--- config.mk ---
export PLATFORM = sky130hd
export DESIGN_NAME = ctrl_dispatch
export DESIGN_NICKNAME = d
export VERILOG_FILES = /design/src/rtl/ctrl_dispatch.sv
export SDC_FILE = /design/constraint.sdc
export NUM_CORES = 1
export LEC_CHECK = 0
export ABC_CLOCK_PERIOD_IN_PS = 2500
export BUFFER_PORTS_ARGS = -buffer_cell sky130_fd_sc_hd__buf_2
export CORE_UTILIZATION = 43
export CTS_CLUSTER_DIAMETER = 200
export CTS_CLUSTER_SIZE = 10
export DETAILED_ROUTE_END_ITERATION = 16
export PLACE_DENSITY = 0.69
export SYNTH_ARGS = -nofsm -noshare
export SYNTH_HDL_FRONTEND = slang
export SYNTH_SLANG_ARGS = --single-unit
--- constraint.sdc ---
create_clock -name clk -period 2.5 [get_ports clk]
set_input_delay 0.25 -clock clk [delete_from_list [all_inputs] [get_ports clk]]
set_output_delay 0.25 -clock clk [all_outputs]
set_load 0.01 [all_outputs]
--- src/rtl/ctrl_dispatch.sv ---
// Change-detecting control dispatcher: FIFO of changed words, offered one at a time with HOLD idle cycles after each.
// Push-to-offer latency 2 edges; out_ready low stalls in PRESENT; a full FIFO blocks the change and sets sticky overflow.
module ctrl_dispatch #(
  parameter int DEPTH = 4,
  parameter int HOLD  = 3
) (
  input  logic                     clk,
  input  logic                     rst_n,
  input  logic [7:0]               ctrl_in,
  input  logic                     ctrl_valid,
  input  logic                     out_ready,
  input  logic                     clear_ovf,
  output logic                     out_valid,
  output logic [7:0]               out_word,
  output logic [7:0]               applied_word,
  output logic [$clog2(DEPTH):0]   fill,
  output logic                     overflow
);

  localparam int AW = $clog2(DEPTH);
  localparam int FW = AW + 1;
  localparam logic [FW-1:0] FULL_LVL = FW'(DEPTH);
  localparam logic [3:0]    HOLD_CNT = 4'(HOLD);

  typedef enum logic [1:0] {S_IDLE, S_PRESENT, S_HOLD} state_t;

  state_t          state_q, state_d;
  logic [7:0]      mem_q [DEPTH];
  logic [AW-1:0]   wr_ptr_q, wr_ptr_d, rd_ptr_q, rd_ptr_d;
  logic [FW-1:0]   fill_q, fill_d;
  logic [7:0]      last_word_q, last_word_d;
  logic [7:0]      out_word_q, out_word_d;
  logic [7:0]      applied_q, applied_d;
  logic [3:0]      hold_cnt_q, hold_cnt_d;
  logic            ovf_q, ovf_d;
  logic            push_req, full, pop, push, blocked, accept;

  assign push_req = ctrl_valid && (ctrl_in != last_word_q);
  assign full     = (fill_q == FULL_LVL);
  assign pop      = (state_q == S_IDLE) && (fill_q != '0);
  // A pop frees the slot on the same edge, so a full FIFO still takes the push.
  assign push     = push_req && (!full || pop);
  assign blocked  = push_req && full && !pop;
  assign accept   = (state_q == S_PRESENT) && out_ready;

  always_ff @(posedge clk or negedge rst_n) begin
    if (!rst_n) state_q <= S_IDLE;
    else        state_q <= state_d;
  end

  always_comb begin
    state_d = state_q;
    case (state_q)
      S_IDLE:    if (pop) state_d = S_PRESENT;
      S_PRESENT: if (out_ready) state_d = (HOLD_CNT != 4'd0) ? S_HOLD : S_IDLE;
      S_HOLD:    if (hold_cnt_q <= 4'd1) state_d = S_IDLE;
      default:   state_d = S_IDLE;
    endcase
  end

  always_comb begin
    out_valid = (state_q == S_PRESENT);
  end

  always_comb begin
    wr_ptr_d    = wr_ptr_q;
    rd_ptr_d    = rd_ptr_q;
    fill_d      = fill_q;
    last_word_d = last_word_q;
    out_word_d  = out_word_q;
    applied_d   = applied_q;
    hold_cnt_d  = hold_cnt_q;
    if (push) begin
      wr_ptr_d    = wr_ptr_q + 1'b1;
      last_word_d = ctrl_in;
    end
    if (pop) begin
      rd_ptr_d   = rd_ptr_q + 1'b1;
      out_word_d = mem_q[rd_ptr_q];
    end
    case ({push, pop})
      2'b10:   fill_d = fill_q + 1'b1;
      2'b01:   fill_d = fill_q - 1'b1;
      default: fill_d = fill_q;
    endcase
    if (accept) begin
      applied_d  = out_word_q;
      hold_cnt_d = HOLD_CNT;
    end else if (state_q == S_HOLD && hold_cnt_q != '0) begin
      hold_cnt_d = hold_cnt_q - 1'b1;
    end
    ovf_d = blocked ? 1'b1 : (clear_ovf ? 1'b0 : ovf_q);
  end

  always_ff @(posedge clk or negedge rst_n) begin
    if (!rst_n) begin
      wr_ptr_q    <= '0;
      rd_ptr_q    <= '0;
      fill_q      <= '0;
      last_word_q <= 8'h00;
      out_word_q  <= 8'h00;
      applied_q   <= 8'h00;
      hold_cnt_q  <= 4'd0;
      ovf_q       <= 1'b0;
    end else begin
      wr_ptr_q    <= wr_ptr_d;
      rd_ptr_q    <= rd_ptr_d;
      fill_q      <= fill_d;
      last_word_q <= last_word_d;
      out_word_q  <= out_word_d;
      applied_q   <= applied_d;
      hold_cnt_q  <= hold_cnt_d;
      ovf_q       <= ovf_d;
    end
  end

  // Storage is not reset; occupancy is tracked solely by the pointers and fill.
  always_ff @(posedge clk) begin
    if (push) mem_q[wr_ptr_q] <= ctrl_in;
  end

  assign out_word     = out_word_q;
  assign applied_word = applied_q;
  assign fill         = fill_q;
  assign overflow     = ovf_q;

endmodule

=== Yosys cells after proc, flatten, opt, wreduce, memory -nomap -nowiden ===
Memory sizes are Yosys's and may differ from the RTL's. A register that Yosys moved wholly into a read port is not among the register bits.
Index checks and enable logic that the tools add are counted.

* Add/sub/neg operators: 5
* Magnitude comparators: 1
* Equal/unequal tests: 9
* Muxes and demuxes: 11
* Reductions and logical operators: 18

{| class="wikitable"
|+ Operators by type and width
! kind !! count
|-
| 4-bit 2-to-1 mux || 2
|-
| 8-bit != test || 1
|-
| 1-bit logical AND || 7
|-
| 2-bit 2-to-1 mux || 3
|-
| 2-bit != test, second input constant || 3
|-
| 2-bit one-hot mux with 3 select lines || 1
|-
| 3-bit one-hot mux with 2 select lines || 1
|-
| 2-bit nonzero test || 3
|-
| 2-bit by 1-bit adder with 2-bit output, second input constant || 2
|-
| 2-bit by 1-bit == test with 1-bit output, second input constant || 2
|-
| 2-bit == test, second input constant || 2
|-
| 4-bit by 1-bit less-or-equal comparator with 1-bit output, second input constant || 1
|-
| 1-bit 2-to-1 mux || 4
|-
| 4-bit nonzero test || 1
|-
| 4-bit by 1-bit subtractor with 4-bit output, second input constant || 1
|-
| 3-bit by 1-bit adder with 3-bit output, second input constant || 1
|-
| 3-bit == test, second input constant || 1
|-
| 1-bit zero test || 3
|-
| 3-bit AND reduction || 1
|-
| 3-bit nonzero test || 1
|-
| 3-bit by 1-bit subtractor with 3-bit output, second input constant || 1
|-
| 2-bit zero test || 1
|-
| 1-bit logical OR || 1
|}

* Bits in registers: 30
* Bits in writable memories: 32
* Input bits: 13
* Output and inout port bits: 21
* Memories kept: 1

{| class="wikitable"
|+ Memories
! memory !! depth !! bits a word !! read ports !! clocked after memory_dff !! wr ports !! RTL line !! text
|-
| mem_q || 4 || 8 || 1 || 1 || 1 || 28 || <nowiki>logic [7:0] mem_q [DEPTH];</nowiki>
|}

=== Depth between registers and ports, before layout ===
* Depth in word-level cells: 6
* Gate-level depth with buffers: 10
* Mapped depth without buffers: 9

=== Least setup slack after synthesis ===
No wires, ideal clock.

* Path kind: register -> register
* From: register fill_q[2], in the netlist fill[2]
* To: register fill_q[2], in the netlist fill[2]
* Setup time: 140 ps
* Data arrival time: 2260 ps
* Data required time: 2360 ps
* Slack: 101 ps
* Stages on the path, launching flop included: 11
* Buffers on the path: 2
* Period minus slack after synthesis: 2399 ps
* Path through: dfrtp_1 clkbuf_1 o31ai_4 buf_2 inv_1 and2_1 fa_1 nand2_1 nor2_1 nor3_1 o2111ai_1

* Cells in the longest elaborated chain, start to end: 6
* Elaborated cells between the ends (all ways): 12
* Those cells by class: add/sub (2); eq/ne (3); mux (1); reduce/logical (6)

{| class="wikitable"
|+ RTL lines
! element !! RTL line !! text
|-
| start: declaration || 30 || <nowiki>logic [FW-1:0] fill_q, fill_d;</nowiki>
|-
| start signal: assignment || 108 || <nowiki>fill_q <= fill_d;</nowiki>
|-
| 3-bit == test or 3-bit nonzero test (tied branches) || 39, 40 ||
|-
| 1-bit zero test or 1-bit logical AND (tied branches) || 42, 40 ||
|-
| 1-bit logical OR || 42 || <nowiki>assign push = push_req && (!full || pop);</nowiki>
|-
| 1-bit logical AND || 42 ||
|-
| 2-bit by 1-bit == test with 1-bit output or 2-bit == test (tied branches) || 81 || <nowiki>case ({push, pop})</nowiki>
|-
| 3-bit one-hot mux with 2 select lines or 2-bit nonzero test (tied branches) || -- ||
|}

Parallel ways exist; a longest one is shown, timed or not.
A chain may end at the register's enable or synchronous reset.

=== Worst setup path in the final report ===
* From: register last_word_q[3]
* To: register fill_q[1], in the netlist fill[1]

* Cells in the longest elaborated chain, start to end: 5
* Elaborated cells between the ends (all ways): 7
* Those cells by class: eq/ne (3); mux (1); reduce/logical (3)

{| class="wikitable"
|+ RTL lines
! element !! RTL line !! text
|-
| start: declaration || 31 || <nowiki>logic [7:0] last_word_q, last_word_d;</nowiki>
|-
| start signal: assignment || 109 || <nowiki>last_word_q <= last_word_d;</nowiki>
|-
| 8-bit != test * || 38 || <nowiki>assign push_req = ctrl_valid && (ctrl_in != last_word_q);</nowiki>
|-
| 1-bit logical AND * || 38 ||
|-
| 1-bit logical AND * || 42 ||
|-
| 2-bit by 1-bit == test with 1-bit output or 2-bit == test (tied branches) || 81 ||
|-
| 3-bit one-hot mux with 2 select lines * || 81 ||
|-
| named net fill_d[1] || 30 ||
|}

The timed path passes the listed nets; every way through them passes the cells marked *.

==> metrics.yaml <==
status: "finished, final reports clean"
p_per_area_nw_per_um2: 1204
r2r_slack_ns: 0.28
clk_latency_ns: 0.34
holdWs_ns: 0.03379
clockPowerShare: 0.207
core-area_um2: 6756
ir_drop_v: 0.0005585
path_clk_slew_ns: 0.07
synth_ff_type: "dfrtp_1"
antenna_found_initial: 0
route.detailed.drc: 0
cts-buffers-inserted: 9
final-max-slew-violation-count: 0
postCtsHoldBufs: 0
synthMuxAreaShare: 0.1626
fin_nets: 253
hold_viol: 0
clock_sinks: 70
synth_xor_area_frac: 0.04379
synth_cell_types: 38
core.rowCount: 30
cpPeakStageDelay_ns: 0.43
fillCellCount: 607
drv_cap: 0
p_switching_mw: 1.373
min_path_type: "primary input to async pin"
die_h_um: 85.53
syn_avg_cell_area_um2: 16.13
rsz0062_at_grt: "false"
setup-tns-final_ns: 0
place_hpwl_mm: 3.321
power.internal_mw: 2.844
relSlewSlack: 0.4001
portBuffers: 33
leakagePower_nw: 1.415
gp_congestion: 0.7041
grt_pass1_vias: 1662
crit_slowest_cell: "nor4_4"
swShare: 0.3255
cts_root_buf: "clkbuf_8"
reg2regPathDepth: 6
firstDrtPassIters: 5
routed_wirelength_mm: 4.894
cts_tree: "yes"
rr_startpoint: "last_word_q[3]"
synth-simple-area-share: 0.05755
yosysSeqAreaShare: 0.6372
synth_compound_area_frac: 0.04337
initial_core_util: 0.4441
tightestPinTransition_ns: 0.8999
yosys_warnings: 0
drt_iter0_markers: 96
critical_path_class: "flip-flop to flip-flop"
synth-adder-area-share: 0.03586
startpoint_type: "flip-flop"
min_period_ns: 2.219
design_area_um2: 3501
synth_area_um2: 3000
h-tree-depth: 3
place_area_um2: 3293
crit_required_ns: 2.72
num_vias: 1620
path_max_fanout: 4
synth_edf_count: 32
viasPerCell: 5.110
fin_cells: 317
power_mw: 4.217
antenna_left: 0
synth_top_family_by_area: "multiplexers"
skew_ns: 0.007161
path_cells: "xor2_1 -> nor4_4 -> a21o_2 -> and2_1 -> fa_1 -> mux2_1"
io_pins: 34
areaGrowthSynthToFinish_pct: 16.68
wl_per_cell_um: 15.44
startpoint: "last_word_q[3]"
grt_pass1_wl_mm: 8.190
combPwrFrac: 0.339
synth_nets: 207
grt_max_degree: 39
dieWidth_um: 85.53
synth-seq-cells: 70
critical_path_arrival_ns: 2.43
fin_crit_sh: 0.8875
clk_path_buf_depth: 2
grt_overflow: 0
setup_viol: 0
placed_cells: 301
grt.total_usage: 0.1523
post_cts_buffers: 0
worstReg2RegEnd: "fill[1]"
design.die.area_um2: 7315
drive_gt1_frac: 0.3882
end_kind: "flip-flop"
async_flop_share: 0.5429
power_frac_seq: 0.454
synth_cells: 186
clock.fmax_mhz: 450.7
antenna_cells: 0
## through the flow
step,utilization,setup WS (ns)
finish,0.5181,0.2813
global route,0.5181,0.1358
CTS,0.5156,0.1681
detailed placement,0.4874,0.1634
global placement,0.4874,0.2084
floorplan,-,0.1006
## critical path, delay by kind of cell (launching register included)
family	cells	cell delay, ns
adders and majority gates	1	0.41
muxes	1	0.29
and+or+nand+nor	2	0.58
DFF	1	0.39
xor gates and xnor gates	1	0.19
AOI/OAI and AO/OA	1	0.24
## layout by cell type, fill, tap and decap left out, drive strengths merged, types with 2 or more instances in the layout
master	n
edfxtp	32
nor2	3
ha	7
xnor2	5
and2	5
buf	41
nand2	11
o21ai	3
dfrtp	38
clkbuf	11
a211oi	2
a21oi	3
clkinv	3
inv	7
xor2	10
mux2	25
nor4	4
mux4	8
nor3	4
## worst max path at each step
stage,depth (start not counted),slack [ns],to
2_1_floorplan,10,0.10,fill[2]
3_3_place_gp,7,0.21,fill[1]
3_5_place_dp,7,0.16,fill[1]
4_1_cts,6,0.17,fill[1]
5_1_grt,8,0.14,fill[2]
6_report,6,0.28,fill[1]
## routing by layer
metal / vias up / wire length [um] / global-route usage
li1: 773 / - / -
met1: 815 / 2307 / 0.2005
met2: 30 / 2409 / 0.2342
met3: 2 / 165 / 0.02984
met4: 0 / 12 / 0.09545
met5: - / 0 / 0
## cells by family after synthesis
kind of cell / after synthesis
adder cells (fa/ha/maj): 8
buffers and inverters: 13
XOR/XNOR: 15
multiplexers: 34
flip-flops: 70
AO/OA/AOI/OAI: 15
AND/OR/NAND/NOR: 31
## timing repair
| item | 4_1_cts | 5_1_grt |
|---|---|---|
| endpoints found under the hold margin | 0 | 0 |
| gates resized for setup | 0 | 2 |
| endpoints found under the setup margin | 0 | 1 |
## cells in the mapped netlist (2+ instances only)
cell type	number	area, um^2
nor2_1	2	7.510
o21ai_0	2	10.01
mux4_2	8	180.2
nor4_2	2	25.02
mux2_2	23	259.0
and2_1	5	31.28
buf_2	2	10.01
ha_1	7	87.58
inv_1	7	26.28
xnor2_1	5	43.79
xor2_1	10	87.58
nand2_1	11	41.29
edfxtp_1	32	960.9
a211oi_1	2	15.01
clkbuf_1	2	7.510
a21oi_1	3	15.01
dfrtp_1	38	950.9
nor4_1	2	12.51
nor3_1	4	20.02
## state kept, by name, indices dropped and copies added (netlist names)
name          cells
hold_cnt_q        4
applied_word      8
overflow          1
out_word          8
wr_ptr_q          2
mem_q            32
last_word_q       8
state_q           2
rd_ptr_q          2
fill              3
## area by class of cell
class | instances | area [um^2] | share of cell area
sequential | 70 | 1912 | 0.5461
multi-input combinational | 103 | 1047 | 0.2991
timing repair buffer | 41 | 225.2 | 0.06433
clock buffer | 11 | 141.4 | 0.04039
tap | 80 | 100.1 | 0.02859
clock inverter | 5 | 48.80 | 0.01394
inverter | 7 | 26.28 | 0.007505
## power by group through the flow
stage                     clock network, mW  logic [mW]  registers, mW
after floorplan                           0        1.03           1.88
after global placement                    0        1.39           1.93
after detailed placement                  0        1.43           1.94
after CTS                             0.899        1.43           1.92
after global routing                  0.957        1.59           1.97
final                                 0.872        1.43           1.91
(Power assumes the default switching activity.)
